==> src/rtl/blink_dec_pkg.sv <==
// Shared constants, state encoding and decimal-split helpers for the blink rate decoder.
package blink_dec_pkg;

  localparam logic [4:0] RATE_MAX  = 5'd31;
  localparam logic [3:0] POS_UNITS = 4'b0001;
  localparam logic [3:0] POS_TENS  = 4'b0010;

  localparam logic [7:0] SEG_0 = 8'h3F;
  localparam logic [7:0] SEG_1 = 8'h06;
  localparam logic [7:0] SEG_2 = 8'h5B;
  localparam logic [7:0] SEG_3 = 8'h4F;
  localparam logic [7:0] SEG_4 = 8'h66;
  localparam logic [7:0] SEG_5 = 8'h6D;
  localparam logic [7:0] SEG_6 = 8'h7D;
  localparam logic [7:0] SEG_7 = 8'h07;
  localparam logic [7:0] SEG_8 = 8'h7F;
  localparam logic [7:0] SEG_9 = 8'h6F;

  typedef enum logic {IDLE, GATE} state_e;

  function automatic logic [3:0] tens_of(input logic [4:0] v);
    if (v >= 5'd30)      return 4'd3;
    else if (v >= 5'd20) return 4'd2;
    else if (v >= 5'd10) return 4'd1;
    else                 return 4'd0;
  endfunction

  function automatic logic [3:0] units_of(input logic [4:0] v);
    if (v >= 5'd30)      return 4'(v - 5'd30);
    else if (v >= 5'd20) return 4'(v - 5'd20);
    else if (v >= 5'd10) return 4'(v - 5'd10);
    else                 return 4'(v);
  endfunction

endpackage

==> src/rtl/blink_rate_decoder_seg_digit_enc.sv <==
// Combinational BCD digit to seven-segment pattern; non-decimal codes go dark.
module seg_digit_enc
  import blink_dec_pkg::*;
(
  input  logic [3:0] digit,
  output logic [7:0] seg
);

  always_comb begin
    case (digit)
      4'd0:    seg = SEG_0;
      4'd1:    seg = SEG_1;
      4'd2:    seg = SEG_2;
      4'd3:    seg = SEG_3;
      4'd4:    seg = SEG_4;
      4'd5:    seg = SEG_5;
      4'd6:    seg = SEG_6;
      4'd7:    seg = SEG_7;
      4'd8:    seg = SEG_8;
      4'd9:    seg = SEG_9;
      default: seg = 8'h00;
    endcase
  end

endmodule

==> src/rtl/blink_rate_decoder.sv <==
// Debounces a blink signal, counts its rising edges per gate window and shows
// the recovered rate on a two-digit scanned seven-segment display.
module blink_rate_decoder
  import blink_dec_pkg::*;
#(
  parameter int GATE_CYCLES = 50_000_000,
  parameter int FILT_CYCLES = 500_000,
  parameter int SCAN_CYCLES = 50_000
) (
  input  logic       clk,
  input  logic       rst_n,
  input  logic       sig_in,
  output logic [4:0] rate_val,
  output logic       rate_vld,
  output logic       stable,
  output logic       lost,
  output logic [3:0] pos,
  output logic [7:0] seg
);

  localparam int GW = (GATE_CYCLES > 1) ? $clog2(GATE_CYCLES) : 1;
  localparam int FW = (FILT_CYCLES > 1) ? $clog2(FILT_CYCLES) : 1;
  localparam int SW = (SCAN_CYCLES > 1) ? $clog2(SCAN_CYCLES) : 1;

  logic          sig_s1_q, sig_s2_q;
  logic          filt_q, filt_d;
  logic [FW-1:0] filt_cnt_q, filt_cnt_d;
  state_e        state_q, state_d;
  logic [GW-1:0] gate_cnt_q, gate_cnt_d;
  logic [5:0]    edge_cnt_q, edge_cnt_d;
  logic [4:0]    rate_q, rate_d, prev_q, prev_d;
  logic          vld_q, vld_d, stable_q, stable_d, lost_q, lost_d;
  logic [SW-1:0] scan_cnt_q, scan_cnt_d;
  logic [3:0]    pos_q, pos_d;
  logic [7:0]    seg_q, seg_d;

  logic       rise;
  logic [5:0] edge_inc;
  logic [4:0] win_sat;
  logic [3:0] enc_digit;
  logic [7:0] enc_seg;

  // Level filter: a new level must persist FILT_CYCLES cycles; any relapse restarts the count.
  always_comb begin
    // NOTE: every always_comb output gets a default first so no path can infer a latch.
    filt_d     = filt_q;
    filt_cnt_d = '0;
    if (sig_s2_q != filt_q) begin
      if (filt_cnt_q == FW'(FILT_CYCLES - 1)) begin
        filt_d = sig_s2_q;
      end else begin
        filt_cnt_d = filt_cnt_q + 1'b1;
      end
    end
  end

  assign rise     = filt_d & ~filt_q;
  assign edge_inc = (edge_cnt_q == 6'd63) ? 6'd63 : edge_cnt_q + {5'd0, rise};
  assign win_sat  = (edge_inc > {1'b0, RATE_MAX}) ? RATE_MAX : edge_inc[4:0];

  always_comb begin
    state_d    = state_q;
    gate_cnt_d = gate_cnt_q;
    edge_cnt_d = edge_cnt_q;
    rate_d     = rate_q;
    prev_d     = prev_q;
    stable_d   = stable_q;
    lost_d     = lost_q;
    vld_d      = 1'b0;
    case (state_q)
      IDLE: begin
        gate_cnt_d = '0;
        edge_cnt_d = '0;
        state_d    = GATE;
      end
      GATE: begin
        if (gate_cnt_q == GW'(GATE_CYCLES - 1)) begin
          // An edge landing in the terminal cycle belongs to the window closing now.
          gate_cnt_d = '0;
          edge_cnt_d = '0;
          rate_d     = win_sat;
          lost_d     = (edge_inc == 6'd0);
          stable_d   = (win_sat == prev_q);
          prev_d     = win_sat;
          vld_d      = 1'b1;
        end else begin
          gate_cnt_d = gate_cnt_q + 1'b1;
          edge_cnt_d = edge_inc;
        end
      end
      default: state_d = IDLE;
    endcase
  end

  // Display latches the digit for the position it is switching to, so pos and seg move together.
  assign enc_digit = (pos_q == POS_UNITS) ? tens_of(rate_q) : units_of(rate_q);

  seg_digit_enc u_enc (
    .digit (enc_digit),
    .seg   (enc_seg)
  );

  always_comb begin
    scan_cnt_d = scan_cnt_q + 1'b1;
    pos_d      = pos_q;
    seg_d      = seg_q;
    if (scan_cnt_q == SW'(SCAN_CYCLES - 1)) begin
      scan_cnt_d = '0;
      pos_d      = (pos_q == POS_UNITS) ? POS_TENS : POS_UNITS;
      seg_d      = enc_seg;
    end
  end

  always_ff @(posedge clk or negedge rst_n) begin
    if (!rst_n) begin
      sig_s1_q   <= 1'b0;
      sig_s2_q   <= 1'b0;
      filt_q     <= 1'b0;
      filt_cnt_q <= '0;
      state_q    <= IDLE;
      gate_cnt_q <= '0;
      edge_cnt_q <= '0;
      rate_q     <= '0;
      prev_q     <= '0;
      vld_q      <= 1'b0;
      stable_q   <= 1'b0;
      lost_q     <= 1'b0;
      scan_cnt_q <= '0;
      pos_q      <= POS_UNITS;
      seg_q      <= SEG_0;
    end else begin
      // NOTE: non-blocking assignments so every flop samples pre-edge values.
      sig_s1_q   <= sig_in;
      sig_s2_q   <= sig_s1_q;
      filt_q     <= filt_d;
      filt_cnt_q <= filt_cnt_d;
      state_q    <= state_d;
      gate_cnt_q <= gate_cnt_d;
      edge_cnt_q <= edge_cnt_d;
      rate_q     <= rate_d;
      prev_q     <= prev_d;
      vld_q      <= vld_d;
      stable_q   <= stable_d;
      lost_q     <= lost_d;
      scan_cnt_q <= scan_cnt_d;
      pos_q      <= pos_d;
      seg_q      <= seg_d;
    end
  end

  assign rate_val = rate_q;
  assign rate_vld = vld_q;
  assign stable   = stable_q;
  assign lost     = lost_q;
  assign pos      = pos_q;
  assign seg      = seg_q;

endmodule

==> config.mk <==
export PLATFORM = sky130hd
export DESIGN_NAME = blink_rate_decoder
export DESIGN_NICKNAME = d
export VERILOG_FILES = /design/src/rtl/blink_dec_pkg.sv /design/src/rtl/blink_rate_decoder_seg_digit_enc.sv /design/src/rtl/blink_rate_decoder.sv
export SDC_FILE = /design/constraint.sdc
export NUM_CORES = 1
export LEC_CHECK = 0
export BUFFER_PORTS_ARGS = -buffer_cell sky130_fd_sc_hd__buf_2
export CAP_MARGIN = 25
export CORE_MARGIN = 5
export CORE_UTILIZATION = 50
export CTS_CLUSTER_DIAMETER = 40
export DETAILED_ROUTE_END_ITERATION = 10
export GPL_ROUTABILITY_DRIVEN = 1
export GPL_TIMING_DRIVEN = 0
export HOLD_SLACK_MARGIN = 0.12
export MAX_ROUTING_LAYER = met4
export PLACE_DENSITY = 0.67
export SLEW_MARGIN = 20
export SYNTH_ARGS = -nofsm -noshare
export SYNTH_HDL_FRONTEND = slang
export SYNTH_SLANG_ARGS = --single-unit
==> constraint.sdc <==
create_clock -name clk -period 7.4 [get_ports clk]
set_clock_uncertainty 0.2 [all_clocks]
set_input_delay 1.85 -clock clk [delete_from_list [all_inputs] [get_ports clk]]
set_output_delay 1.85 -clock clk [all_outputs]
set_load 0.005 [all_outputs]
==> results.md <==
* Status: completed
* Worst Setup End Kind: flop
* Setup bufs post-CTS at 0
* CTS resizes at 0
* Clock share of power at 0.394
* Via Count at between 3000 and 4000
* WP data arrival at ~3.5 ns
* Final Instance Count excl. Fillers at ~640
* Synth Register Bits at between 80 and 90
* Drt via density at 5.38
* EDFF count, synth at 0
* Die width at 107 um
* Final ANT Viol Nets at 0
* DRC at 0
* Max cap viols at 0
* Critical R2R Launch: filt_cnt_q[0]
* Layout cells sized above 1 at 0.142
* Commonest non-fill, non-tap cells in the layout: 81 x dfrtp_1, 70 x nor2_1, 37 x nand2_1
* CTS hold repair buffers at 0
* Detailed placement HPWL at between 6000 and 7000 um
* Switching Fraction at 0.221
* Post-synthesis async set-or-reset flop share at 1.00
* Yosys warning total at 0
* Vias in the first global route at 3408
* Placed insts at 627
* Placer congestion estimate at approximately 0.86
* Fin crit period at ~3.4 ns
* Global-route wire length before repair at about 15000 um
* Total wire length at 8590 um
* Slew Limit Headroom at 0.568
* CTS tree: done
* Final worst slack at between 4 and 5 ns
* DR WL/cell at around 13 um
* Syn Inst Count at about 480
* TNS Setup at 0 ns
* Cell Area, Synth at 4740 um^2
* CTS buffer count at 9
* Setup CP Type: flop to flop
* Total global routing overflow at 0
* Pwr Total at roughly 840 uW
* Worst-Margin Slew at ~0.65 ns
* Setup violators final at 0
* Seq/Total Area, Yosys at 0.466
* Htree depth at 3
* Initial Utilization at 0.513
* Clock Sinks at 88
* Worst hold path type: flop to flop
* Clock root buffer: clkbuf_8
* Crit. Startpoint: filt_cnt_q[0]
* Die ar. at 11500 um^2
* Site row count at 35
* Switch Pwr at approximately 190 uW
* Mean Syn Cell Area at about 10 um^2
* Leak pwr at ~2.4 nW
* HP Start: sig_s1_q
* Initial antenna violation count at 0
* Final Hold Fails at 0
* PD cells at between 150 and 200 nW/um^2
* Post-route cell area at between 5000 and 6000 um^2
* Synthesis-to-finish area growth at 10.4%
* DRT Pass-1 Iters at 4
* IO Port Bufs at 19
* Fillers at between 800 and 900
* Core ar. at ~9200 um^2
* Largest net degree at the start of global routing at between 40 and 50
* Sequential Power Share at 0.578
* Primary FF master, synth: dfrtp_1
* Unrepaired setup endpoints after global routing: false
* CP startpoint kind: flop
* Clock Latency Late Sink at 0.35 ns
* Gate power share at 0.028
* Post-layout net count at 528
* Fmax at between 0.2 and 0.3 GHz
* CP Max Fanout at 6
* Dpl ws at about 4 ns
* Die H at 107 um
* Count of cell types in the netlist at 62
* Initial drt markers at about 110
* Dpl cell area at slightly above 5000 um^2
* Critical Path RT at around 7.5 ns
* Top-area cell type share of the netlist area at 0.428
* VDD IR max at roughly 0.10 mV
* Most common cell after layout, fill and taps aside: dfrtp_1
* Total Routing Usage GR at 0.167
* Clk buf depth at 2
* Int Power at about 660 uW
* Final Slew Violations at 0
* Area leader, netlist: dfrtp_1
* Period utilisation layout at 0.459
* Synth area leaders: dfrtp_1 43%, xor2_1 6.7%, nor2_1 5.5%
* Io pins at 23
* CTS clk-pin slew, worst paths at roughly 0.090 ns
* N_diodes at 0
## power by group through the flow
| stage | Combinational, mW | Sequential [mW] | Clock (mW) |
|---|---|---|---|
| after floorplan | 0.0104 | 0.496 | 0 |
| after global placement | 0.0225 | 0.497 | 0 |
| after detailed placement | 0.0247 | 0.497 | 0 |
| after CTS | 0.0247 | 0.488 | 0.343 |
| after global routing | 0.0280 | 0.488 | 0.368 |
| final | 0.0236 | 0.488 | 0.332 |
## cells in the mapped netlist (3+ instances only)
cell / count
buf_6: 3
nand4_1: 15
and4_1: 7
nor2_1: 70
buf_2: 6
xor2_1: 36
nand2b_1: 5
clkbuf_1: 3
nor4_1: 4
a31oi_1: 6
o21ai_1: 3
mux2i_1: 3
and3_1: 17
nand2_1: 37
nand3_1: 29
nor4bb_1: 3
dfstp_2: 7
buf_4: 5
and4b_1: 3
inv_1: 12
nor3_1: 4
dfrtp_1: 81
xnor2_1: 27
o22ai_1: 4
nor4b_1: 3
a211oi_1: 5
o21ai_0: 5
ha_1: 16
a21oi_1: 14
## stage by stage
stage          hold WS (ns)   util
3_3_place_gp          0.141  0.542
3_5_place_dp          0.146  0.545
6_report              0.162  0.566
5_1_grt               0.175  0.566
2_1_floorplan         0.131      -
4_1_cts               0.165  0.566
## metal layers
layer	up-vias	GRT usage	wire, um
met4	0	0.0541	121
li1	1716	-	-
met1	1684	0.220	4100
met3	10	0.0330	303
met2	47	0.261	4060
met5	-	-	0
## critical path: stages (launching register included)
cell and delay [ns]:
dfrtp_1 0.40, ha_1 0.22, nand3_1 0.13, nor2_1 0.22, nand3_1 0.14, nor3b_1 0.38
ha_1 0.29, ha_1 0.24, nand3_1 0.11, xor2_1 0.41, nand2_1 0.10, o22ai_1 0.15
a32oi_1 0.08, o31ai_1 0.24
## logic make-up after synthesis
group,synth area share
AND/OR/NAND/NOR,0.242
flip-flops,0.466
other,0.00158
AO/OA/AOI/OAI,0.0874
buffers and inverters,0.0356
XOR/XNOR,0.116
multiplexers,0.00871
adder cells (fa/ha/maj),0.0422
## registers in the layout (all words and copies together) (netlist names), 2 cells and up
name and count:
pos 2, gate_cnt_q 26, filt_cnt_q 19, scan_cnt_q 16, seg 7, edge_cnt_q 6
prev_q 5
## final timing paths
check	endpoint	slack [ns]	cells past startpoint
max reg2reg	stable	4.00	13
min reg2reg	sig_s2_q	0.16	0
min in group asynchronous	rate_vld	1.29	1
min	sig_s2_q	0.16	0
max in group asynchronous	filt_cnt_q[16]	5.09	2
max	stable	4.00	13
## cell type report
type | instances | area, um^2 | share of cell area
Timing Repair Buffer | 20 | 125 | 0.0239
Sequential cell | 88 | 2210 | 0.423
Multi-Input combinational cell | 358 | 2370 | 0.452
Tap cell | 129 | 161 | 0.0308
Inverter | 14 | 52.6 | 0.0100
Clock inverter | 4 | 53.8 | 0.0103
Buffer | 18 | 116 | 0.0222
Clock buffer | 12 | 145 | 0.0277
(Power assumes the default switching activity.)
